[config.mk]
export PLATFORM = sky130hd
export DESIGN_NAME = fb_scanout
export DESIGN_NICKNAME = d
export VERILOG_FILES = /design/src/rtl/fb_scanout.sv
export SDC_FILE = /design/constraint.sdc
export NUM_CORES = 1
export LEC_CHECK = 0
export CORE_UTILIZATION = 31
export DETAILED_ROUTE_END_ITERATION = 7
export PLACE_DENSITY_LB_ADDON = 0.3
export SLEW_MARGIN = 15
export SYNTH_ARGS = -nofsm -noshare
export SYNTH_HDL_FRONTEND = slang
export SYNTH_SLANG_ARGS = --single-unit
[constraint.sdc]
create_clock -name clk -period 3.08 [get_ports clk]
set_input_delay 0.616 -clock clk [delete_from_list [all_inputs] [get_ports clk]]
set_output_delay 0.616 -clock clk [all_outputs]
set_load 0.01 [all_outputs]
[src/rtl/fb_scanout.sv]
// Frame buffer scan-out: walks a rectangular window in raster order, reads the RAM
// and streams {r,g,b} pixels with x/y through a small FIFO that absorbs read latency.
module fb_scanout #(
    parameter int RD_LAT = 1,
    parameter int DEPTH  = 4
) (
    input  logic        clk,
    input  logic        rst,
    input  logic        req_3,
    output logic        ack_3,
    output logic        busy,
    input  logic [15:0] win_min_xy,
    input  logic [15:0] win_max_xy,
    output logic [15:0] raddr,
    output logic        re,
    input  logic [7:0]  rdata,
    input  logic [7:0]  gdata,
    input  logic [7:0]  bdata,
    output logic [23:0] pix_rgb,
    output logic [7:0]  pix_x,
    output logic [7:0]  pix_y,
    output logic        pix_valid,
    input  logic        pix_ready,
    output logic        pix_last
);

    localparam int AW = $clog2(DEPTH);

    typedef enum logic [1:0] {IDLE, READ, DRAIN, DONE} state_t;

    state_t      state, state_nx;
    logic [7:0]  min_x, min_y, max_x, max_y;
    logic [7:0]  cx, cy;

    // Per-read tag {last, y, x} riding alongside the RAM latency
    logic [RD_LAT-1:0] pipe_v;
    logic [16:0]       pipe_d [RD_LAT];

    // FIFO entry: {last, y, x, rgb}
    logic [40:0]   fifo_mem [DEPTH];
    logic [AW-1:0] wr_ptr, rd_ptr;
    logic [AW:0]   fifo_count;
    logic [40:0]   head;

    logic start, empty_win, last_rd, fifo_wr, fifo_rd;
    int   inflight;

    assign start     = (state == IDLE) && req_3;
    assign empty_win = (win_min_xy[7:0] > win_max_xy[7:0]) || (win_min_xy[15:8] > win_max_xy[15:8]);
    assign last_rd   = (cx == max_x) && (cy == max_y);
    assign fifo_wr   = pipe_v[RD_LAT-1];
    assign pix_valid = (fifo_count != '0);
    assign fifo_rd   = pix_valid && pix_ready;
    assign head      = fifo_mem[rd_ptr];

    assign pix_rgb  = pix_valid ? head[23:0]  : '0;
    assign pix_x    = pix_valid ? head[31:24] : '0;
    assign pix_y    = pix_valid ? head[39:32] : '0;
    assign pix_last = pix_valid && head[40];
    assign ack_3    = (state == DONE);
    assign busy     = (state != IDLE);
    assign raddr    = re ? {cy, cx} : '0;

    always_comb inflight = $countones(pipe_v);

    // A slot freed by this cycle's pop is reusable, which keeps 1 pixel/cycle at RD_LAT+1 depth
    always_comb begin
        re = 1'b0;
        if (state == READ && (int'(fifo_count) + inflight - int'(fifo_rd)) < DEPTH)
            re = 1'b1;
    end

    always_comb begin
        // NOTE: default assignment first so no path leaves state_nx unassigned (no latch).
        state_nx = state;
        case (state)
            IDLE:    if (req_3) state_nx = empty_win ? DONE : READ;
            READ:    if (re && last_rd) state_nx = DRAIN;
            DRAIN:   if (fifo_rd && head[40]) state_nx = DONE;
            DONE:    state_nx = IDLE;
            default: state_nx = IDLE;
        endcase
    end

    // NOTE: sequential state uses non-blocking assignments so every register samples pre-edge values.
    always_ff @(posedge clk or posedge rst) begin
        if (rst) begin
            state  <= IDLE;
            min_x  <= '0;
            min_y  <= '0;
            max_x  <= '0;
            max_y  <= '0;
            cx     <= '0;
            cy     <= '0;
            pipe_v <= '0;
        end else begin
            state <= state_nx;
            if (start) begin
                {min_y, min_x} <= win_min_xy;
                {max_y, max_x} <= win_max_xy;
                {cy, cx}       <= win_min_xy;
            end else if (re) begin
                if (cx == max_x) begin
                    cx <= min_x;
                    cy <= cy + 8'd1;
                end else begin
                    cx <= cx + 8'd1;
                end
            end
            pipe_v[0] <= re;
            for (int i = 1; i < RD_LAT; i++) pipe_v[i] <= pipe_v[i-1];
        end
    end

    // NOTE: payload storage is not reset; only the valid bits and pointers/count need a known state.
    always_ff @(posedge clk) begin
        pipe_d[0] <= {last_rd, cy, cx};
        for (int i = 1; i < RD_LAT; i++) pipe_d[i] <= pipe_d[i-1];
        if (fifo_wr) fifo_mem[wr_ptr] <= {pipe_d[RD_LAT-1], rdata, gdata, bdata};
    end

    always_ff @(posedge clk or posedge rst) begin
        if (rst) begin
            wr_ptr     <= '0;
            rd_ptr     <= '0;
            fifo_count <= '0;
        end else begin
            if (fifo_wr) wr_ptr <= wr_ptr + 1'b1;
            if (fifo_rd) rd_ptr <= rd_ptr + 1'b1;
            if (fifo_wr && !fifo_rd)      fifo_count <= fifo_count + 1'b1;
            else if (!fifo_rd && !fifo_wr) fifo_count <= fifo_count;
            else if (fifo_rd && !fifo_wr) fifo_count <= fifo_count - 1'b1;
        end
    end

    a_no_overflow: assert property (@(posedge clk) disable iff (rst)
        !(fifo_wr && !fifo_rd && fifo_count == (AW+1)'(DEPTH)));

endmodule

==> results of run 1 <==
[kinds of logic (layout without fill, tap and decap cells)]
family,Yosys count,count (layout),share of synthesized area
fa+ha+maj,34,34,0.0441
flops,231,231,0.664
xor+xnor,24,24,0.0214
buf+inv,61,267,0.0248
compound gates,74,75,0.0452
simple gates,177,177,0.0972
mux,50,50,0.104
[Yosys cell counts (all sizes together) (2+ instances only)]
cell	count
edfxtp	164
and2	63
nand2	61
dfrtp	50
mux4	41
o21ai	35
ha	33
inv	31
clkbuf	24
dfxtp	17
a21oi	12
nand3	12
nor2	12
xnor2	12
xor2	12
nand4	8
a31oi	6
buf	6
mux2i	6
or3	5
nand4b	4
mux2	3
o211ai	3
o31ai	3
a22oi	2
nor2b	2
nor3	2
nor4	2
o21a	2
o22ai	2
or4	2
[power by group through the flow]
stage / sequential, mW / clock [mW] / combinational [mW]
2_1_floorplan: 4.39 / 0 / 2.56
3_3_place_gp: 4.56 / 0 / 4.33
3_5_place_dp: 4.58 / 0 / 4.37
4_1_cts: 4.52 / 3.21 / 4.75
5_1_grt: 4.59 / 3.33 / 5.15
6_report: 4.51 / 3.12 / 4.68
[worst max path at each step]
stage	from	end	slack [ns]	cells past startpoint
after floorplan	fifo_count[2]	raddr[10]	-0.004	12
after global placement	pix_ready	raddr[0]	-0.76	11
after detailed placement	pix_ready	raddr[0]	-0.80	11
after CTS	fifo_count[0]	raddr[10]	-0.56	13
after global routing	fifo_count[2]	raddr[0]	-0.48	12
final	fifo_count[2]	raddr[12]	-0.39	12
[metal layers]
metal	global-route usage	vias up
li1	-	2793
met1	0.180	2836
met2	0.216	170
met3	0.0271	42
met4	0.0452	0
met5	0	-
[final cells by class]
type,count,area share
repair buffers,188,0.139
well taps,396,0.0380
clock inverters,15,0.0114
clock buffers,33,0.0559
inverters,31,0.00931
multi-input cells,360,0.246
flip-flops and latches,231,0.500
[flip-flops by register name (all words and copies together), names as in the netlist]
| signal | count |
|---|---|
| rd_ptr | 2 |
| cx | 8 |
| fifo_count | 3 |
| max_y | 8 |
| state | 2 |
| cy | 8 |
| max_x | 8 |
| pipe_d | 17 |
| fifo_mem | 164 |
| wr_ptr | 2 |
| fifo_wr | 1 |
| min_x | 8 |
[metrics by stage]
step	utilization	hold slack, ns
6_report	0.422	0.473
5_1_grt	0.422	0.501
4_1_cts	0.421	0.478
3_5_place_dp	0.380	0.463
3_3_place_gp	0.380	0.456
2_1_floorplan	-	0.345
[worst max-delay path, stage by stage, from the launching register on]
cell and delay, ns:
dfrtp_1 0.37, or3_4 0.41, nand2_4 0.08, inv_4 0.04, ha_4 0.15, inv_4 0.05, ha_4 0.18, and3b_2 0.22
a211o_1 0.28, o221ai_4 0.10, buf_6 0.19, and2_4 0.15, buf_6 0.09
[cell usage in the layout (no fill, tap or decap), types with 6 or more instances in the layout]
| master | netlist | routed |
|---|---|---|
| edfxtp_1 | 164 | 164 |
| clkdlybuf4s50_1 | 0 | 79 |
| nand2_1 | 60 | 59 |
| buf_4 | 0 | 54 |
| and2_1 | 63 | 49 |
| dfrtp_1 | 50 | 48 |
| mux4_2 | 41 | 41 |
| o21ai_0 | 35 | 31 |
| ha_1 | 33 | 30 |
| clkbuf_16 | 0 | 27 |
| inv_1 | 30 | 26 |
| dlygate4sd2_1 | 0 | 20 |
| dfxtp_1 | 17 | 17 |
| buf_6 | 1 | 15 |
| a21oi_1 | 12 | 12 |
| xnor2_1 | 12 | 12 |
| xor2_1 | 12 | 11 |
| nand3_1 | 12 | 11 |
| nor2_1 | 12 | 11 |
| and2_4 | 0 | 10 |
| nand4_1 | 7 | 7 |
| clkinv_2 | 0 | 7 |
| buf_2 | 5 | 7 |
| mux2i_1 | 6 | 6 |
| a31oi_1 | 6 | 6 |
[repair_timing]
| action | in CTS | in global routing |
|---|---|---|
| endpoints found under the hold margin | 0 | 0 |
| resized for setup | 132 | 21 |
| buffers inserted | 27 | 13 |
| setup endpoints to repair | 56 | 56 |
| cloned | 4 | 0 |
| pin swaps | 22 | 16 |
==> results.cfg, run 1 <==
[outcome]
run_status = complete, but fails checks
failed_checks = negative setup slack

[run]
maxCapViolCount = 0

[grt]
grtUsageTotal = 0.134
grt_pass1_wl_mm = 33.7
grt-ovfl-total = 0
antenna_found_initial = 0
grt_max_degree = 43
grt_pass1_vias = 5941

[timing]
worst_slew_pin_slew_ns = 0.986
fin_skew_ns = 0.00660
tns_ns = -6.47
finalWorstSetupSlack_ns = -0.390
setup-violations-final = 21
final.min_clock_period_ns = 3.47
hold_viol = 0
fin_crit_sh = 1.13
max_freq_mhz = 288
maxSlewHeadroom = 0.342
final-max-slew-violation-count = 0
rsz0062_at_grt = yes

[worst_setup_path]
end_kind = primary output
r2r_setup_slack_ns = -0.09
crit_arrival_ns = 2.85
crit_type = flop to primary output
cp_max_fo = 5
worstPathRequired_ns = 2.46
r2r-start = fifo_count[2]
worstReg2RegEnd = cy[7]
start_kind = flop
reg2reg_depth = 16

[routing]
num_vias = 5841
drc = 0
met2_length_mm = 9.86
routed.top_layer = met4
wl_per_cell_um = 17.0
met1_length_mm = 9.88
drt-total-wl_mm = 21.3
via_per_inst = 4.66
wl_met3_mm = 1.00
drt-pass1-iter-count = 4
final_antenna_net_count = 0
dr.first_iter.drc_count = 377

[placed_design]
place_area_sq_mm = 0.0118
post-dp-hpwl_mm = 13.6
place_congestion = 0.786
placedCellCount = 1176
portBuffers = 120
dpl_worst_slack_ns = -0.801

[layout]
fill_cells = 2889
layout-drive-gt1-share = 0.242
syn2layout_area_growth_pct = 32.7
seqCellArea_sq_mm = 0.00652
fin_area_sq_mm = 0.0130
antenna_cells = 0
multiInputGateArea_sq_mm = 0.00321
nets = 932
layoutNonFillerInstCount = 1254

[clocking]
cts-root-buf = clkbuf_16
cts_max_path_buffers = 3
cts_tree = done
numCtsBuffers = 26
ctsHtreeMaxLevel = 1
clock_sinks = 231
clock_latency_ns = 0.52
cts_hold_buf = 0
clk_pin_slew_ns = 0.06

[synth]
synth_edf_count = 164
synth_area_leaders = edfxtp_1 (50%), dfrtp_1 (13%), mux4_2 (9.4%)
ys_types = 50
netlist.area_leader.share = 0.502
synthFlopType = edfxtp_1
ys_ff_latch = 231
avgSynthCellArea_sq_um = 15.1
synth_seq_area_share = 0.664
synthesis.instances = 651
yosys_warnings = 0
synthesis.area_sq_mm = 0.00982
yosys.area.top_type = edfxtp_1
async_reset_ff_frac = 0.216
syn_nets = 745

[power_and_ir_drop]
leakagePower_nw = 4.99
power.sequential.fraction = 0.367
switchingPower_mw = 3.80
pwr-share-clk = 0.253
finalPower_mw = 12.3
comb_power_share = 0.380
power_density_mw_per_mm2 = 944
p_sw_frac = 0.309
p_int_mw = 8.51
irDropWorstVdd_mv = 0.424

[floorplanning]
core_area_sq_mm = 0.0309
initial_utilization = 0.318
fp.dieH_um = 180
rows = 64
die_area_sq_mm = 0.0324
die_w_um = 180
io_pins = 121

[min_path]
hold_class = flop to flop
whs_endpoint = min_x[4]
holdPathStages = 2
hp-start = min_x[4]
Note: power is estimated with default switching activity, not from simulation.
==> run 2, diff against run 1 <==
Settings changed: CTS_CLUSTER_DIAMETER set to 150.
==> results of run 2 <==
Same layout as run 1: the final DEF is identical, and so are final timing and power.
==> variant 1: new RTL, flow settings as in run 1 <==
Re-encode `state_t` (4 states) as Gray code, 2 bits wide.
--- a/src/rtl/fb_scanout.sv
+++ b/src/rtl/fb_scanout.sv
@@ -27,5 +27,5 @@
     localparam int AW = $clog2(DEPTH);
 
-    typedef enum logic [1:0] {IDLE, READ, DRAIN, DONE} state_t;
+    typedef enum logic [1:0] {IDLE = 2'b00, READ = 2'b01, DRAIN = 2'b11, DONE = 2'b10} state_t;
 
     state_t      state, state_nx;
Function: same outputs for any inputs over 4 cycles, from zero or initial values and one cycle with rst high; so few cycles prove little.
==> variant 1 against run 1 <==
- the flow finishes with violations (design-rule violations, negative setup slack)
- synthesized area is 0.37% lower
- routed wire length is 2.8% lower
- total power hardly changed
- clock power is 2% higher
- final cell count is 2.6% lower
- sequential cell count stayed put
- setup slack worse by 0.070 ns
- design area is 1.2% lower
- synthesized cell count is 2.3% lower
- count of clock-buffer cells in the layout is 3 higher
- critical path type unchanged
- largest power group is now registers
==> variant 1: results (changes against run 1) <==
** Synthesis
- Sequential fraction of the synthesis area :: 0.666 (+0.00246)
- The number of warnings reported in the yosys synthesis log came to 0 (unchanged).
- Most frequent cells after synthesis :: 164 x sky130_fd_sc_hd__edfxtp_1, 63 x sky130_fd_sc_hd__and2_1, 58 x sky130_fd_sc_hd__nand2_1
- By area the synthesized netlist is led by sky130_fd_sc_hd__edfxtp_1 50%, sky130_fd_sc_hd__dfrtp_1 13%, sky130_fd_sc_hd__mux4_2 9.4%.
- Number of library cell types mapped by synthesis :: 53 (+6.0%)
- Post-synth EDFFs :: 164 (unchanged)
- The fraction of synthesis flops using an asynchronous set or reset pin was 0.216 (unchanged).
- The number of nets produced by synthesis is 725 (-2.7%).

** Drt
- The total iterations of the first detailed-routing run came to 6 (+2).
- The via count of the routed design was 5605 (-4.0%).
- The routed length on met3 was 1180 um (+17%).
- Final routed wirelength across all metal layers :: 20700 um (-2.8%)
- Iter 0 DRT Violations :: 284 (-25%)
- Wl on met1 :: 9330 um (-5.6%)
- Top layer in use :: met4
- Routed wl met2 :: 9810 um (-0.52%)
- The DRC violations left was 11 (+11).

** CTS
- The deepest clock path buffer count was 3 (unchanged).
- Number of H-tree levels :: 1 (unchanged)
- Clock slew seen by the registers of the worst setup and hold paths :: 0.06 ns (about the same)
- The root buffer cell chosen for the clock tree is sky130_fd_sc_hd__clkbuf_16.
- The clock network latency to the later pin of the worst-skew pair was 0.54 ns (+0.02 ns).
- Clock buffer count from CTS :: 27 (+3.8%)

** Setup path
- The critical path ends at raddr[14].
- Depth of the worst register-to-register path :: 15 (-1)
- Crit Reg-Reg Startpoint :: fifo_count[2]$_DFFE_PP0P_
- The slowest stage of the critical path belongs to the cell sky130_fd_sc_hd__or3_4.
- Peak fanout along the critical path :: 7 (+2)
- Worst reg-to-reg setup slack :: 0.14 ns (+0.23 ns)
- Worst flop-to-flop path endpoint :: cx[5]$_DFFE_PP0P_
- Data arrival time of the critical path :: 2.92 ns (+0.07 ns)

** STA
- Worst-case setup margin in the final layout :: -0.460 ns (-0.0703 ns)
- The worst setup skew after layout came to 0.00825 ns (+0.00164 ns).
- Count of final setup violators :: 17 (-19%)
- The transition time at the pin with the least slew margin came to 0.726 ns (-0.261 ns).

** Placement
- Routability congestion estimate :: 0.746 (-5.1%)
- Half-perimeter wire length after detailed placement :: 13600 um (+0.48%)
- The instance area after placement is 11700 um2 (-0.21%).

** Global routing
- GRT Overall Usage :: 0.132 (-0.00207)
- First-pass GRT wire length :: 33200 um (-1.7%)
- The number of global-route vias before repair came to 5928 (-0.22%).
- The initial antenna violation count came to 0 (unchanged).

** Power and ir drop
- Leakage power figure :: 5.02 nW (+0.56%)
- The peak ir drop on the vdd network came to 518 uV (+22%).

** Finish
- The fraction of layout instances using a drive strength above 1 is 0.229 (-0.0133).
- Fill count :: 2864 (-0.87%)
- Net total in the final layout :: 893 (-4.2%)
- Diodes inserted :: 0 (unchanged)
- Most flop-heavy register :: fifo_mem

** Status
- Violated checks :: design-rule violations, negative setup slack
- Run status :: complete, but fails checks

** Worst hold path
- Class of the most critical hold timing path :: in2async
## variant 1: cell count changes after synthesis, sizes merged, moves of 3 or more
cell / run 1 / this run
and3: 1 / 5
nor2: 12 / 17
or3: 5 / 1
nand3: 12 / 8
xor2: 12 / 18
o21ai: 35 / 31
a31oi: 6 / 3
ha: 33 / 28
buf: 6 / 10
nand4b: 4 / 0
a2111oi: 0 / 3
inv: 31 / 28
clkbuf: 24 / 18
## variant 1: how the worst min path moves through the flow
stage,end,slack [ns],cells past startpoint
6_report,rd_ptr[0]$_DFFE_PP0P_,0.44,2
5_1_grt,rd_ptr[1]$_DFFE_PP0P_,0.48,2
4_1_cts,rd_ptr[0]$_DFFE_PP0P_,0.44,2
3_5_place_dp,min_x[1]$_DFFE_PP0P_,0.46,2
3_3_place_gp,fifo_mem[3][27]$_DFFE_PP_,0.46,0
2_1_floorplan,pipe_d[0][2]$_DFF_P_,0.37,0
## variant 1: cell families (layout without fill, tap and decap cells)
kind of cell / count (synthesis) / count (layout) / synth area share
flops: 231 / 231 / 0.666
simple gates: 175 / 175 / 0.0980
compound gates: 66 / 66 / 0.0436
buf+inv: 56 / 245 / 0.0240
mux: 49 / 49 / 0.103
xor+xnor: 30 / 30 / 0.0276
fa+ha+maj: 29 / 29 / 0.0379
## variant 1: what timing repair did
action                     4_1_cts  5_1_grt
hold endpoints to repair         0        0
cloned                           1        0
setup endpoints to repair       53       60
buffers inserted                10        4
pin swaps                        7        3
resized for setup               99       27
## variant 1: layout make-up
cell class	instances	share of cell area
Sequential cell	231	0.507
Multi-Input combinational cell	349	0.242
Timing Repair Buffer	167	0.135
Clock buffer	36	0.0567
Tap cell	396	0.0385
Clock inverter	14	0.0131
Inverter	28	0.00836
## variant 1: metal layers
metal	track usage	vias to the layer above
li1	-	2682
met3	0.0251	31
met5	0	-
met1	0.176	2752
met4	0.0300	0
met2	0.222	140
## variant 1: per-stage QoR
step                      utilization  instances  worst slack, ns  hold slack, ns  TNS [ns]
after floorplan                     -        636          -0.0329           0.368    -0.296
after global placement          0.380       1157           -0.652           0.456    -10.91
final                           0.418       1221           -0.460           0.442     -7.69
after CTS                       0.414       1218           -0.580           0.445     -9.76
after detailed placement        0.380       1157           -0.668           0.464    -11.38
after global routing            0.418       1221           -0.592           0.477     -9.88
## variant 1: power breakdown
part	total (mW)	leakage (nW)	switching [mW]	internal, mW
Sequential	4.60	2.23	0.499	4.10
Combinational	4.55	2.35	2.06	2.49
Clock	3.17	0.441	1.24	1.93
==> variant 2: new RTL, flow settings as in run 1 <==
Made on the original files. The parameter `RD_LAT` goes from 1 to 2. Comments in the files are not updated.
--- a/src/rtl/fb_scanout.sv
+++ b/src/rtl/fb_scanout.sv
@@ -2,5 +2,5 @@
 // and streams {r,g,b} pixels with x/y through a small FIFO that absorbs read latency.
 module fb_scanout #(
-    parameter int RD_LAT = 1,
+    parameter int RD_LAT = 2,
     parameter int DEPTH  = 4
 ) (
Check against the original RTL: not equivalent (Yosys sat finds a counterexample within 4 cycles, from zero or initial values and one cycle with rst high).
==> variant 2 against run 1 <==
- the run still ends with negative setup slack left
- design area grew 5.6%
- global-route usage decreased by 0.39 points
- setup slack worse by 0.33 ns
- combinational power up 25%
- synthesized area up 4.8%
- routed wire length grew 1.7%
- sequential cell count increased by 18
- die area increased by 4.8%
- total power is 15% higher
- synthesized cell count is 2.8% higher
- count of clock-buffer cells in the layout is 3 higher
- largest cell class unchanged
==> variant 2: results (changes against run 1) <==
** Status
- Run status :: complete, but fails checks
- Violated checks :: negative setup slack

** Synthesis
- Most frequent cells after synthesis :: 164 x sky130_fd_sc_hd__edfxtp_1, 59 x sky130_fd_sc_hd__and2_1, 58 x sky130_fd_sc_hd__nand2_1
- The sequential-to-total area share from yosys stat was 0.669 (+0.00492).
- Proportion of register bits with asynchronous set or reset after synthesis :: 0.205 (-0.0116)
- Mux cell area share after synthesis :: 0.103 (-0.000153)
- The average instance area after synthesis came to 15.4 um2 (+2.0%).
- Synth Area in XOR/XNOR :: 0.0288 (+0.00740)
- The adder-cell share of the synthesized area came to 0.0433 (-0.000816).
- The number of nets produced by synthesis is 764 (+2.6%).

** STA
- Count of final setup violators :: 17 (-19%)
- The final critical-path setup slack was -0.720 ns (-0.330 ns).
- TNS Setup :: -11.01 ns (-4.54 ns)

** Power and ir drop
- The combinational fraction of design power is 0.415 (+0.035).
- The leakage power figure was 5.42 nW (+8.5%).
- Seq pwr share :: 0.347 (-0.020)
- Worst vdd ir :: 600 uV (+41%)
- The switching power total is 4.34 mW (+14%).

** Finish
- Fill count :: 3000 (+3.8%)
- The post-layout net count is 941 (+0.97%).
- The fraction of layout instances using a drive strength above 1 was 0.243 (+0.000350).
- Layout Cells excl Fill :: 1308 (+4.3%)

** CTS
- Clock network latency to the later pin of the worst-skew pair :: 0.54 ns (+0.02 ns)

** Global routing
- The initial antenna violation count is 1 (+1).
- The number of global-route vias before repair is 6129 (+3.2%).
- Met1 Use GR :: 0.172 (-0.00735)
- The first-pass GRT wire length was 34000 um (+0.86%).

** Drt
- Vias after detailed routing :: 5843 (+0.034%)
- First-pass iteration count of the detailed router :: 5 (+1)

** Setup path
- Data arrival time of the critical path :: 3.18 ns (+0.33 ns)

** Placement
- The instance area after placement was 12400 um2 (+5.9%).
-- variant 2: changes by cell type after synthesis, moves of 7 or more --
cell	before	now
sky130_fd_sc_hd__dfxtp_1	17	34
sky130_fd_sc_hd__inv_1	30	37
sky130_fd_sc_hd__o21ai_0	35	25
sky130_fd_sc_hd__xnor2_1	12	21
sky130_fd_sc_hd__a21oi_1	12	19
-- variant 2: layout make-up --
class	count	area, um2	area share
repair buffers	174	1910	0.139
clock buffers	36	805	0.0585
inverters	37	141	0.0103
well taps	442	553	0.0402
diodes	1	2.50	0.000182
flip-flops and latches	249	6890	0.501
clock inverters	13	151	0.0110
multi-input cells	356	3300	0.240
-- variant 2: logic make-up (layout without fill, tap and decap cells) --
kind of cell | count (synthesis) | after routing
mux | 54 | 54
flops | 249 | 249
simple gates | 160 | 160
xor+xnor | 33 | 33
other cells | 0 | 1
fa+ha+maj | 35 | 35
compound gates | 74 | 74
buf+inv | 64 | 260
-- variant 2: repair_timing --
action / 4_1_cts / 5_1_grt
gates cloned: 2 / 2
pin swaps: 16 / 9
setup buffers: 10 / 3
resized for setup: 98 / 41
hold buffers: 0 / 0
setup endpoints to repair: 57 / 49
-- variant 2: worst max-delay path, cell delays in order (launching register included) --
cell	delay [ns]
sky130_fd_sc_hd__dfrtp_1	0.38
sky130_fd_sc_hd__or3_4	0.41
sky130_fd_sc_hd__nand2_4	0.08
sky130_fd_sc_hd__inv_4	0.04
sky130_fd_sc_hd__ha_4	0.25
sky130_fd_sc_hd__inv_2	0.04
sky130_fd_sc_hd__ha_4	0.21
sky130_fd_sc_hd__a21o_1	0.18
sky130_fd_sc_hd__a21oi_2	0.18
sky130_fd_sc_hd__a31oi_4	0.10
sky130_fd_sc_hd__a21o_1	0.21
sky130_fd_sc_hd__inv_2	0.10
sky130_fd_sc_hd__buf_12	0.11
sky130_fd_sc_hd__buf_12	0.11
sky130_fd_sc_hd__and2_4	0.14
sky130_fd_sc_hd__buf_6	0.09
-- variant 2: worst paths after layout --
| check | to | slack, ns | depth (start not counted) | start |
|---|---|---|---|---|
| min | pipe_d[0][21]$_DFF_P_ | 0.32 | 0 | pipe_d[0][4]$_DFF_P_ |
| max | raddr[7] | -0.72 | 15 | fifo_count[2]$_DFFE_PP0P_ |
| max reg2reg | state[1]$_DFFE_PP0P_ | 0.06 | 14 | fifo_count[2]$_DFFE_PP0P_ |
| min in group asynchronous | cy[0]$_DFFE_PP0P_ | 0.47 | 2 | rst |
| min reg2reg | pipe_d[0][21]$_DFF_P_ | 0.32 | 0 | pipe_d[0][4]$_DFF_P_ |
| max in group asynchronous | min_x[2]$_DFFE_PP0P_ | 2.02 | 3 | rst |
-- variant 2: routing by layer --
layer  up-vias  routed length, um
met2       151              10300
met5         -                  0
met4         0                389
met3        27               1180
li1       2810                  -
met1      2855               9830
